--- src/rtl/softex_tcdm_arbiter.sv ---
// rtl/softex_tcdm_arbiter.sv - N-channel TCDM arbiter with locked grants and in-order read-ID return
// Optional per-channel grant counters are built when SOFTEX_ARB_PERF_EN is defined.
module softex_tcdm_arbiter #(
    parameter  int unsigned NB_CH           = 4,
    parameter  int unsigned DATA_WIDTH      = 64,
    parameter  int unsigned ADDR_WIDTH      = 32,
    parameter  int unsigned MAX_OUTSTANDING = 2,
    localparam int unsigned CW              = $clog2(NB_CH),
    localparam int unsigned OW              = $clog2(MAX_OUTSTANDING + 1),
    localparam int unsigned BW              = DATA_WIDTH / 8
) (
    input  logic                          clk_i,
    input  logic                          rst_ni,
    input  logic                          clear_i,
    input  logic                          arb_mode_i,
    input  logic [CW-1:0]                 prio_ch_i,
    input  logic [NB_CH-1:0]              in_req_i,
    output logic [NB_CH-1:0]              in_gnt_o,
    input  logic [NB_CH*ADDR_WIDTH-1:0]   in_add_i,
    input  logic [NB_CH-1:0]              in_wen_i,
    input  logic [NB_CH*BW-1:0]           in_be_i,
    input  logic [NB_CH*DATA_WIDTH-1:0]   in_data_i,
    output logic [NB_CH-1:0]              in_r_valid_o,
    output logic [DATA_WIDTH-1:0]         in_r_data_o,
    output logic                          out_req_o,
    input  logic                          out_gnt_i,
    output logic [ADDR_WIDTH-1:0]         out_add_o,
    output logic                          out_wen_o,
    output logic [BW-1:0]                 out_be_o,
    output logic [DATA_WIDTH-1:0]         out_data_o,
    input  logic                          out_r_valid_i,
    input  logic [DATA_WIDTH-1:0]         out_r_data_i,
    output logic [OW-1:0]                 outstanding_o,
    output logic                          err_o,
    output logic [NB_CH*32-1:0]           perf_gnt_cnt_o
);

    localparam int unsigned   PW       = (MAX_OUTSTANDING > 1) ? $clog2(MAX_OUTSTANDING) : 1;
    localparam logic [OW-1:0] FULL_CNT = OW'(MAX_OUTSTANDING);
    localparam logic [CW-1:0] LAST_CH  = CW'(NB_CH - 1);
    localparam logic [PW-1:0] LAST_SLOT = PW'(MAX_OUTSTANDING - 1);

    logic [CW-1:0] ptr_q, ptr_d;
    logic          lock_q, lock_d;
    logic [CW-1:0] lock_ch_q, lock_ch_d;
    logic [PW-1:0] wr_q, wr_d;
    logic [PW-1:0] rd_q, rd_d;
    logic [OW-1:0] cnt_q, cnt_d;
    logic          err_q, err_d;
    logic [CW-1:0] id_mem [MAX_OUTSTANDING];

    logic [NB_CH-1:0] elig;
    logic [CW-1:0]    start;
    logic [CW-1:0]    win;
    logic             any;
    logic             hs;
    logic             full;
    logic             empty;
    logic             push;
    logic             pop;
    int unsigned      idx;

    assign full  = (cnt_q == FULL_CNT);
    assign empty = (cnt_q == '0);

    // Reads wait on the registered full flag so eligibility never depends on this cycle's response.
    always_comb begin
        elig = '0;
        for (int unsigned c = 0; c < NB_CH; c++) begin
            elig[c] = in_req_i[c] & (~in_wen_i[c] | ~full);
        end
    end

    always_comb begin
        start = ptr_q;
        if (arb_mode_i) begin
            start = (32'(prio_ch_i) < NB_CH) ? prio_ch_i : '0;
        end
    end

    always_comb begin
        win = '0;
        any = 1'b0;
        idx = 0;
        if (lock_q && in_req_i[lock_ch_q]) begin
            win = lock_ch_q;
            any = 1'b1;
        end else begin
            for (int unsigned i = 0; i < NB_CH; i++) begin
                idx = 32'(start) + i;
                if (idx >= NB_CH) begin
                    idx = idx - NB_CH;
                end
                if (!any && elig[CW'(idx)]) begin
                    win = CW'(idx);
                    any = 1'b1;
                end
            end
        end
    end

    assign hs        = any & out_gnt_i;
    assign out_req_o = any;
    assign out_add_o = in_add_i[win*ADDR_WIDTH +: ADDR_WIDTH];
    assign out_wen_o = in_wen_i[win];
    assign out_be_o  = in_be_i[win*BW +: BW];
    assign out_data_o = in_data_i[win*DATA_WIDTH +: DATA_WIDTH];

    always_comb begin
        in_gnt_o = '0;
        if (hs) begin
            in_gnt_o[win] = 1'b1;
        end
    end

    // A response arriving while full frees the slot the same cycle's push would need.
    assign pop  = out_r_valid_i & ~empty;
    assign push = hs & out_wen_o & (~full | pop);

    always_comb begin
        in_r_valid_o = '0;
        if (pop) begin
            in_r_valid_o[id_mem[rd_q]] = 1'b1;
        end
    end

    assign in_r_data_o   = out_r_data_i;
    assign outstanding_o = cnt_q;
    assign err_o         = err_q;

    always_comb begin
        ptr_d     = ptr_q;
        lock_d    = any & ~out_gnt_i;
        lock_ch_d = win;
        wr_d      = wr_q;
        rd_d      = rd_q;
        cnt_d     = cnt_q;
        err_d     = err_q;
        if (hs && !arb_mode_i) begin
            ptr_d = (win == LAST_CH) ? '0 : win + 1'b1;
        end
        if (push) begin
            wr_d = (wr_q == LAST_SLOT) ? '0 : wr_q + 1'b1;
        end
        if (pop) begin
            rd_d = (rd_q == LAST_SLOT) ? '0 : rd_q + 1'b1;
        end
        if (push && !pop) begin
            cnt_d = cnt_q + 1'b1;
        end else if (pop && !push) begin
            cnt_d = cnt_q - 1'b1;
        end
        if (out_r_valid_i && empty) begin
            err_d = 1'b1;
        end
    end

    always_ff @(posedge clk_i or negedge rst_ni) begin
        if (!rst_ni) begin
            ptr_q     <= '0;
            lock_q    <= 1'b0;
            lock_ch_q <= '0;
            wr_q      <= '0;
            rd_q      <= '0;
            cnt_q     <= '0;
            err_q     <= 1'b0;
        end else if (clear_i) begin
            ptr_q     <= '0;
            lock_q    <= 1'b0;
            lock_ch_q <= '0;
            wr_q      <= '0;
            rd_q      <= '0;
            cnt_q     <= '0;
            err_q     <= 1'b0;
        end else begin
            ptr_q     <= ptr_d;
            lock_q    <= lock_d;
            lock_ch_q <= lock_ch_d;
            wr_q      <= wr_d;
            rd_q      <= rd_d;
            cnt_q     <= cnt_d;
            err_q     <= err_d;
        end
    end

    // ID storage needs no reset: entries are only read between a push and its pop.
    always_ff @(posedge clk_i) begin
        if (push && !clear_i) begin
            id_mem[wr_q] <= win;
        end
    end

`ifdef SOFTEX_ARB_PERF_EN
    logic [31:0] perf_q [NB_CH];

    always_ff @(posedge clk_i or negedge rst_ni) begin
        if (!rst_ni) begin
            for (int unsigned c = 0; c < NB_CH; c++) begin
                perf_q[c] <= '0;
            end
        end else if (clear_i) begin
            for (int unsigned c = 0; c < NB_CH; c++) begin
                perf_q[c] <= '0;
            end
        end else if (hs) begin
            perf_q[win] <= perf_q[win] + 32'd1;
        end
    end

    always_comb begin
        perf_gnt_cnt_o = '0;
        for (int unsigned c = 0; c < NB_CH; c++) begin
            perf_gnt_cnt_o[c*32 +: 32] = perf_q[c];
        end
    end
`else
    assign perf_gnt_cnt_o = '0;
`endif

endmodule

--- config.mk ---
export PLATFORM = sky130hd
export DESIGN_NAME = softex_tcdm_arbiter
export DESIGN_NICKNAME = d
export VERILOG_FILES = /design/src/rtl/softex_tcdm_arbiter.sv
export SDC_FILE = /design/constraint.sdc
export NUM_CORES = 1
export LEC_CHECK = 0
export ABC_AREA = 1
export BUFFER_PORTS_ARGS = -buffer_cell sky130_fd_sc_hd__buf_4
export CAP_MARGIN = 20
export CORE_AREA = 2 2 318 320
export CTS_CLUSTER_DIAMETER = 200
export DETAILED_ROUTE_END_ITERATION = 16
export DIE_AREA = 0 0 320 322
export PLACE_DENSITY = 0.33
export SYNTH_ARGS = -nofsm -noshare
export SYNTH_HDL_FRONTEND = slang
export SYNTH_SLANG_ARGS = --single-unit
--- constraint.sdc ---
create_clock -name clk_i -period 5.5 [get_ports clk_i]
set_input_delay 1.1 -clock clk_i [delete_from_list [all_inputs] [get_ports clk_i]]
set_output_delay 1.1 -clock clk_i [all_outputs]
set_load 0.03 [all_outputs]
After elaboration in Yosys (flattened, before gate mapping)
Memories as Yosys holds them, arrays and structs flattened. Index checks and enable logic that the tools add are counted. W data, S select, Z words.

Flip-flop bits (word level): 10. RAM bits: 4. Input port bits: 496. Memories: 1.

$add $sub $neg: 12. Magnitude comparators: 13. Equality and inequality tests: 2. Shifts and indexed selects: 3. Multiplexer cells: 58. Bitwise logic cells: 21. Reductions and logical operators: 24.

Memories: id_mem (words 2, width 2, rd ports 1, clocked after memory_dff 0, write ports 1, RTL line 50) `logic [CW-1:0] id_mem [MAX_OUTSTANDING];`.

Operators by type and width (count): $shiftx A256 B9 Y64 (1); $shiftx A128 B8 Y32 (1); $mux W2 (21); $shiftx A32 B6 Y8 (1); $mux W1 (27); $lt A2 B3 Y1 const B (7); $bmux W1 S2 (6); $logic_and A1 B1 Y1 (11); $sub A2 B1 Y2 const B (5); $and A1 B1 Y1 (9); $ge A3 B3 Y1 const B (3); $mux W4 (2); $reduce_bool A2 Y1 (4); $logic_not A1 Y1 (7); $not A1 Y1 (7); $add A2 B2 Y3 const B (2); $or A1 B1 Y1 (5); $add A2 B1 Y2 const B (2); $demux W1 S2 (2); $eq A2 B2 Y1 const B (2); $ge A2 B1 Y1 const B (2); $add A2 B1 Y3 const B (1); $ge A2 B3 Y1 const B (1); $reduce_bool A3 Y1 (1); 2 further kinds (3).

Depth between registers and ports, before layout
Depth in word-level cells: 29. Mapped depth: 20. Depth with buffers taken out: 19.

Worst setup path before layout
Ideal clock, no wire load.

Kind: input port to output port. Start: input port prio_ch_i[1]. End: output port in_gnt_o[3]. Arrival: 3.068 ns. Required time: 4.400 ns. Path slack: 1.332 ns. Cell stages on the path: 18. Path buffers: 2. Cell sequence: nand2_1 inv_1 nor2_2 nand2_1 nand2_1 nand2_1 nand2_2 nor2_2 nand2_2 nor2_4 nand2_2 nand2_2 nor2_4 buf_4 buf_4 ha_1 inv_1 nor2_1.

Longest elaborated chain between the ends: 25. Elaborated cells on any way between the ends: 54.

RTL lines: from (decl) (RTL line 16) `input logic [CW-1:0] prio_ch_i,`; $mux W2 * (RTL line 76) `if (arb_mode_i) begin`; $ge A2 B3 Y1 or $sub A2 B1 Y2 (tied branches) (RTL line 91, 92); $mux W2 (RTL line 91) `if (idx >= NB_CH) begin`; $mux W2 (RTL line 85) `if (lock_q && in_req_i[lock_ch_q]) begin`; $bmux W1 S2 (RTL line 94) `if (!any && elig[CW'(idx)]) begin`; $mux W1 (implied by the code) (RTL line 94); $mux W1 (RTL line 94); $mux W1 (RTL line 85); [... 10 more ...]; $mux W2 * (RTL line 94); $mux W2 * (RTL line 85); via lock_ch_d[1] (RTL line 45) `logic [CW-1:0] lock_ch_q, lock_ch_d;`; $lt A2 B3 Y1 (implied by the code) or $ge A2 B1 Y1 (tied branches) (RTL line 112) `in_gnt_o[win] = 1'b1;`; $logic_and A1 B1 Y1 (implied by the code) (RTL line 112); $mux W1 (implied by the code) (RTL line 112); $demux W1 S2 * (RTL line 112); $mux W4 * (RTL line 111) `if (hs) begin`; to (decl) (RTL line 18) `output logic [NB_CH-1:0] in_gnt_o,`.

The timed path passes the listed nets; every way through them passes the cells marked *. The select of a mux whose other input is x is not followed.

Final worst setup path
Start: input port arb_mode_i. End: output port out_be_o[6].

Longest elaborated chain between the ends: 21. Elaborated cells on any way between the ends: 46.

RTL lines: from (decl) (RTL line 15) `input logic arb_mode_i,`; $mux W2 * (RTL line 76); $ge A2 B3 Y1 or $sub A2 B1 Y2 (tied branches) (RTL line 91, 92); $mux W2 (RTL line 91); $mux W2 (RTL line 85); $bmux W1 S2 (RTL line 94); $mux W1 (implied by the code) (RTL line 94); $mux W1 (RTL line 94); $mux W1 (RTL line 85); [... 5 more ...]; $logic_and A1 B1 Y1 (RTL line 94); $mux W1 (RTL line 94); $mux W1 (RTL line 85); $logic_not A1 Y1 (RTL line 94); $logic_and A1 B1 Y1 (RTL line 94); $mux W2 * (RTL line 94); $mux W2 * (RTL line 85); $shiftx A32 B6 Y8 * (RTL line 106) `assign out_be_o = in_be_i[win*BW +: BW];`; to (decl) (RTL line 29) `output logic [BW-1:0] out_be_o,`.

Every way passes the cells marked *; elsewhere a longest branch is shown, timed or not. The select of a mux whose other input is x is not followed.

==> results.yml <==
synth:
  ys_top_cells_by_area: "buf_4, nor2_1, o22ai_1"
  sequential_cell_area_fraction_in_the_yosys_report: 0.0650
  syn-instance-count: 988
  yosysTopAreaCell: "buf_4"
  netlist-cell-type-count: 30
  syn_area_mm2: 0.00570
  number_of_flip_flops_and_latches_in_the_synthesized_netlist: 14
  synth_top_area_share: 0.264
  ys.warnings.count: 0
  syn_area_per_cell_um2: 5.77
clock_network:
  cts_tree: "yes"
  cts_made_buffers: 3
  tritoncts_num_sinks: 14
  worst_setup_hold_path_clk_slew_ns: 0.05
  cts-root-to-sink-buffers: 2
  clock_tree.root_cell: "clkbuf_16"
  post_cts_buffers: 0
  post_cts_resize_count: 0
  cts.hold.buffers_added: 0
  clk_latency_ns: 0.25
  htreeDepth: 1
global_route:
  grt_antenna_before_repair: 6
  first_global_vias: 8249
  gr-total-overflow: 0
  grt_pass1_wl_um: 65200
  global_route_total_usage_across_every_layer: 0.0890
  grt_max_degree: 61
setup_path:
  crit_path_max_fanout: 27
  start_kind: "primary input"
  worst_path_dominant_cell_family: "compound AO/OA/AOI/OAI gates"
  critPathArrivalTime_ns: 3.87
  timing.critical_path.cells: "buf_4, inv_2, nand2_1, nand2_2, nand3_1, nand3_1, nand2_1, a21oi_1, nand2_1, nand3_2, nand2_8, buf_12, o21ai_0, o22ai_1, buf_4"
  critPathMostFrequentCell: "nand2_1"
  critical_path_buf_inv_count: 4
  worst-setup-path-type: "in2out"
  worst_setup_path_end_kind: "output port"
  crit_path_max_incr_delay_ns: 0.78
  critical_path.slowest_cell: "o21ai_0"
  worst_ep_required_time_ns: 4.40
placement:
  placedCellCount: 2740
  post-dp-hpwl_um: 43300
  detailed_place.area_mm2: 0.0104
  gp_congestion: 0.808
  portBuffers: 548
power_and_ir_drop:
  cellPowerDensity_mw_per_mm2: 596
  static-leakage-power_nw: 4.80
  p_total_mw: 6.28
  irDropWorstVdd_mv: 0.245
die:
  io-pin-count: 805
  placeableCoreArea_mm2: 0.0996
  rows: 116
  die_area_mm2: 0.103
  start_util: 0.0572
  horizontal_die_dimension_um: 320
  dieHeight_um: 322
sta:
  clock-skew-final_ns: 0.00365
  slew-limit-headroom: 0.352
  tightestPinTransition_ns: 0.962
  setup-tns-final_ns: 0
  hold_violations: 0
  final_critical_path_share_of_the_clock_period: 0.903
  achievable-frequency_ghz: 0.201
  grt_setup_unrepaired: "false"
  finalSetupViolations: 0
  timing.final.crit_period_ns: 4.97
  timing.final.max_slew_violations: 0
detailed_routing:
  detail_route.iter0.violations: 263
  routed_via_density: 3.01
  remaining_drc_errors: 0
  number_of_nets_with_antenna_violations_after_routing: 0
  drtPass1Iterations: 5
  post_drt_wl_per_cell_um: 18.0
  via_count: 8274
  drt_wl_total_um: 49400
outcome:
  run_status: "completed"
layout:
  final_net_count: 1947
  final_cells: 2747
  finish.utilization: 0.106
  finish.instance_area_mm2: 0.0105
  share_of_post_route_cells_with_drive_strength_above_1: 0.426
  area_growth_syn_to_layout_pct: 84.7
worst_hold_path:
  worstHoldPathType: "reg2reg"
run:
  drv_cap: 0
## worst paths after layout
check	startpoint	end	slack (ns)	cells after the start
min in group asynchronous	rst_ni	err_o	0.68	1
min	wr_q	wr_q	0.52	2
max in group asynchronous	rst_ni	wr_q	4.66	1
max	arb_mode_i	out_be_o[6]	0.53	15
min reg2reg	wr_q	wr_q	0.52	2
max reg2reg	outstanding_o[1]	id_mem[1][1]	2.32	14
## per-layer routing
metal	vias to the layer above	part of all wire	track usage
met5	-	0.00016	0
met4	2	0.0080	0.0103
met3	21	0.10	0.0328
met2	497	0.48	0.151
met1	3790	0.41	0.110
li1	3964	-	-
## through the flow
stage | worst slack (ns) | hold WS (ns)
CTS | 0.505 | 0.525
detailed placement | 0.515 | 0.513
finish | 0.532 | 0.521
global placement | 0.442 | 0.506
floorplan | 1.33 | 0.480
global route | 0.295 | 0.544
## final cells by class
type / instances / area, µm²
flip-flops and latches: 14 / 370
clock buffers: 4 / 78.8
well taps: 1298 / 1620
fillers: 11800 / 89000
multi-input cells: 810 / 3780
diodes: 3 / 7.51
inverters: 29 / 116
repair buffers: 589 / 4550
## logic make-up (layout without fill, tap and decap cells)
| logic type | after synthesis | count (layout) | synth area share |
|---|---|---|---|
| and+or+nand+nor | 351 | 351 | 0.257 |
| AOI/OAI and AO/OA | 326 | 326 | 0.310 |
| buffers and inverters | 291 | 622 | 0.357 |
| DFF | 14 | 14 | 0.0650 |
| adders and majority gates | 4 | 4 | 0.00878 |
| other | 1 | 131 | 0.000658 |
| muxes | 1 | 1 | 0.00176 |
## placed cells by master (no fill, tap or decap), types with 6 or more instances in the layout
cell / Yosys / layout
o21ai_1: 86 / 86
buf_4: 200 / 579
nand2_1: 60 / 60
nand2_2: 12 / 12
nand4_1: 6 / 6
nand3_1: 33 / 33
buf_12: 0 / 10
inv_1: 26 / 26
o21ai_0: 130 / 130
nor2_1: 228 / 228
conb_1: 1 / 128
o22ai_1: 105 / 105
dfrtp_1: 10 / 10
## power breakdown
| group | leakage (nW) | internal [mW] | switching, mW |
|---|---|---|---|
| sequential | 0.168 | 0.140 | 0.0268 |
| clock | 0.0382 | 0.0982 | 0.0448 |
| combinational | 4.59 | 1.90 | 4.07 |
## synth_stat cells
master    count
nand2_2      12
dfrtp_1      10
nand3_2       2
o22ai_1     105
nor3_1        3
nand3_1      33
nor2_1      228
buf_2        32
o21ai_0     130
o21ai_1      86
nand4_1       6
nand2_1      60
clkbuf_1      9
inv_1        26
nor2_2        3
mux2i_1       1
o21ai_2       1
conb_1        1
nand2_4       1
ha_1          4
clkbuf_4      3
clkinv_1      1
buf_6        17
nand3_4       1
edfxtp_1      4
a21oi_1       4
inv_2         2
buf_8         1
nor2_4        2
buf_4       200
## worst min-delay path, stage by stage (launching register included)
cell and delay (ns):
dfrtp_1 0.34, nand3_1 0.07, o21ai_0 0.07
## state kept, by name (all words and copies together), names as in the netlist
signal	flops
ptr_q	2
lock_ch_q	2
rd_q	1
outstanding_o	2
id_mem	4
err_o	1
wr_q	1
lock_q	1
Note: power is estimated with default switching activity, not from simulation.
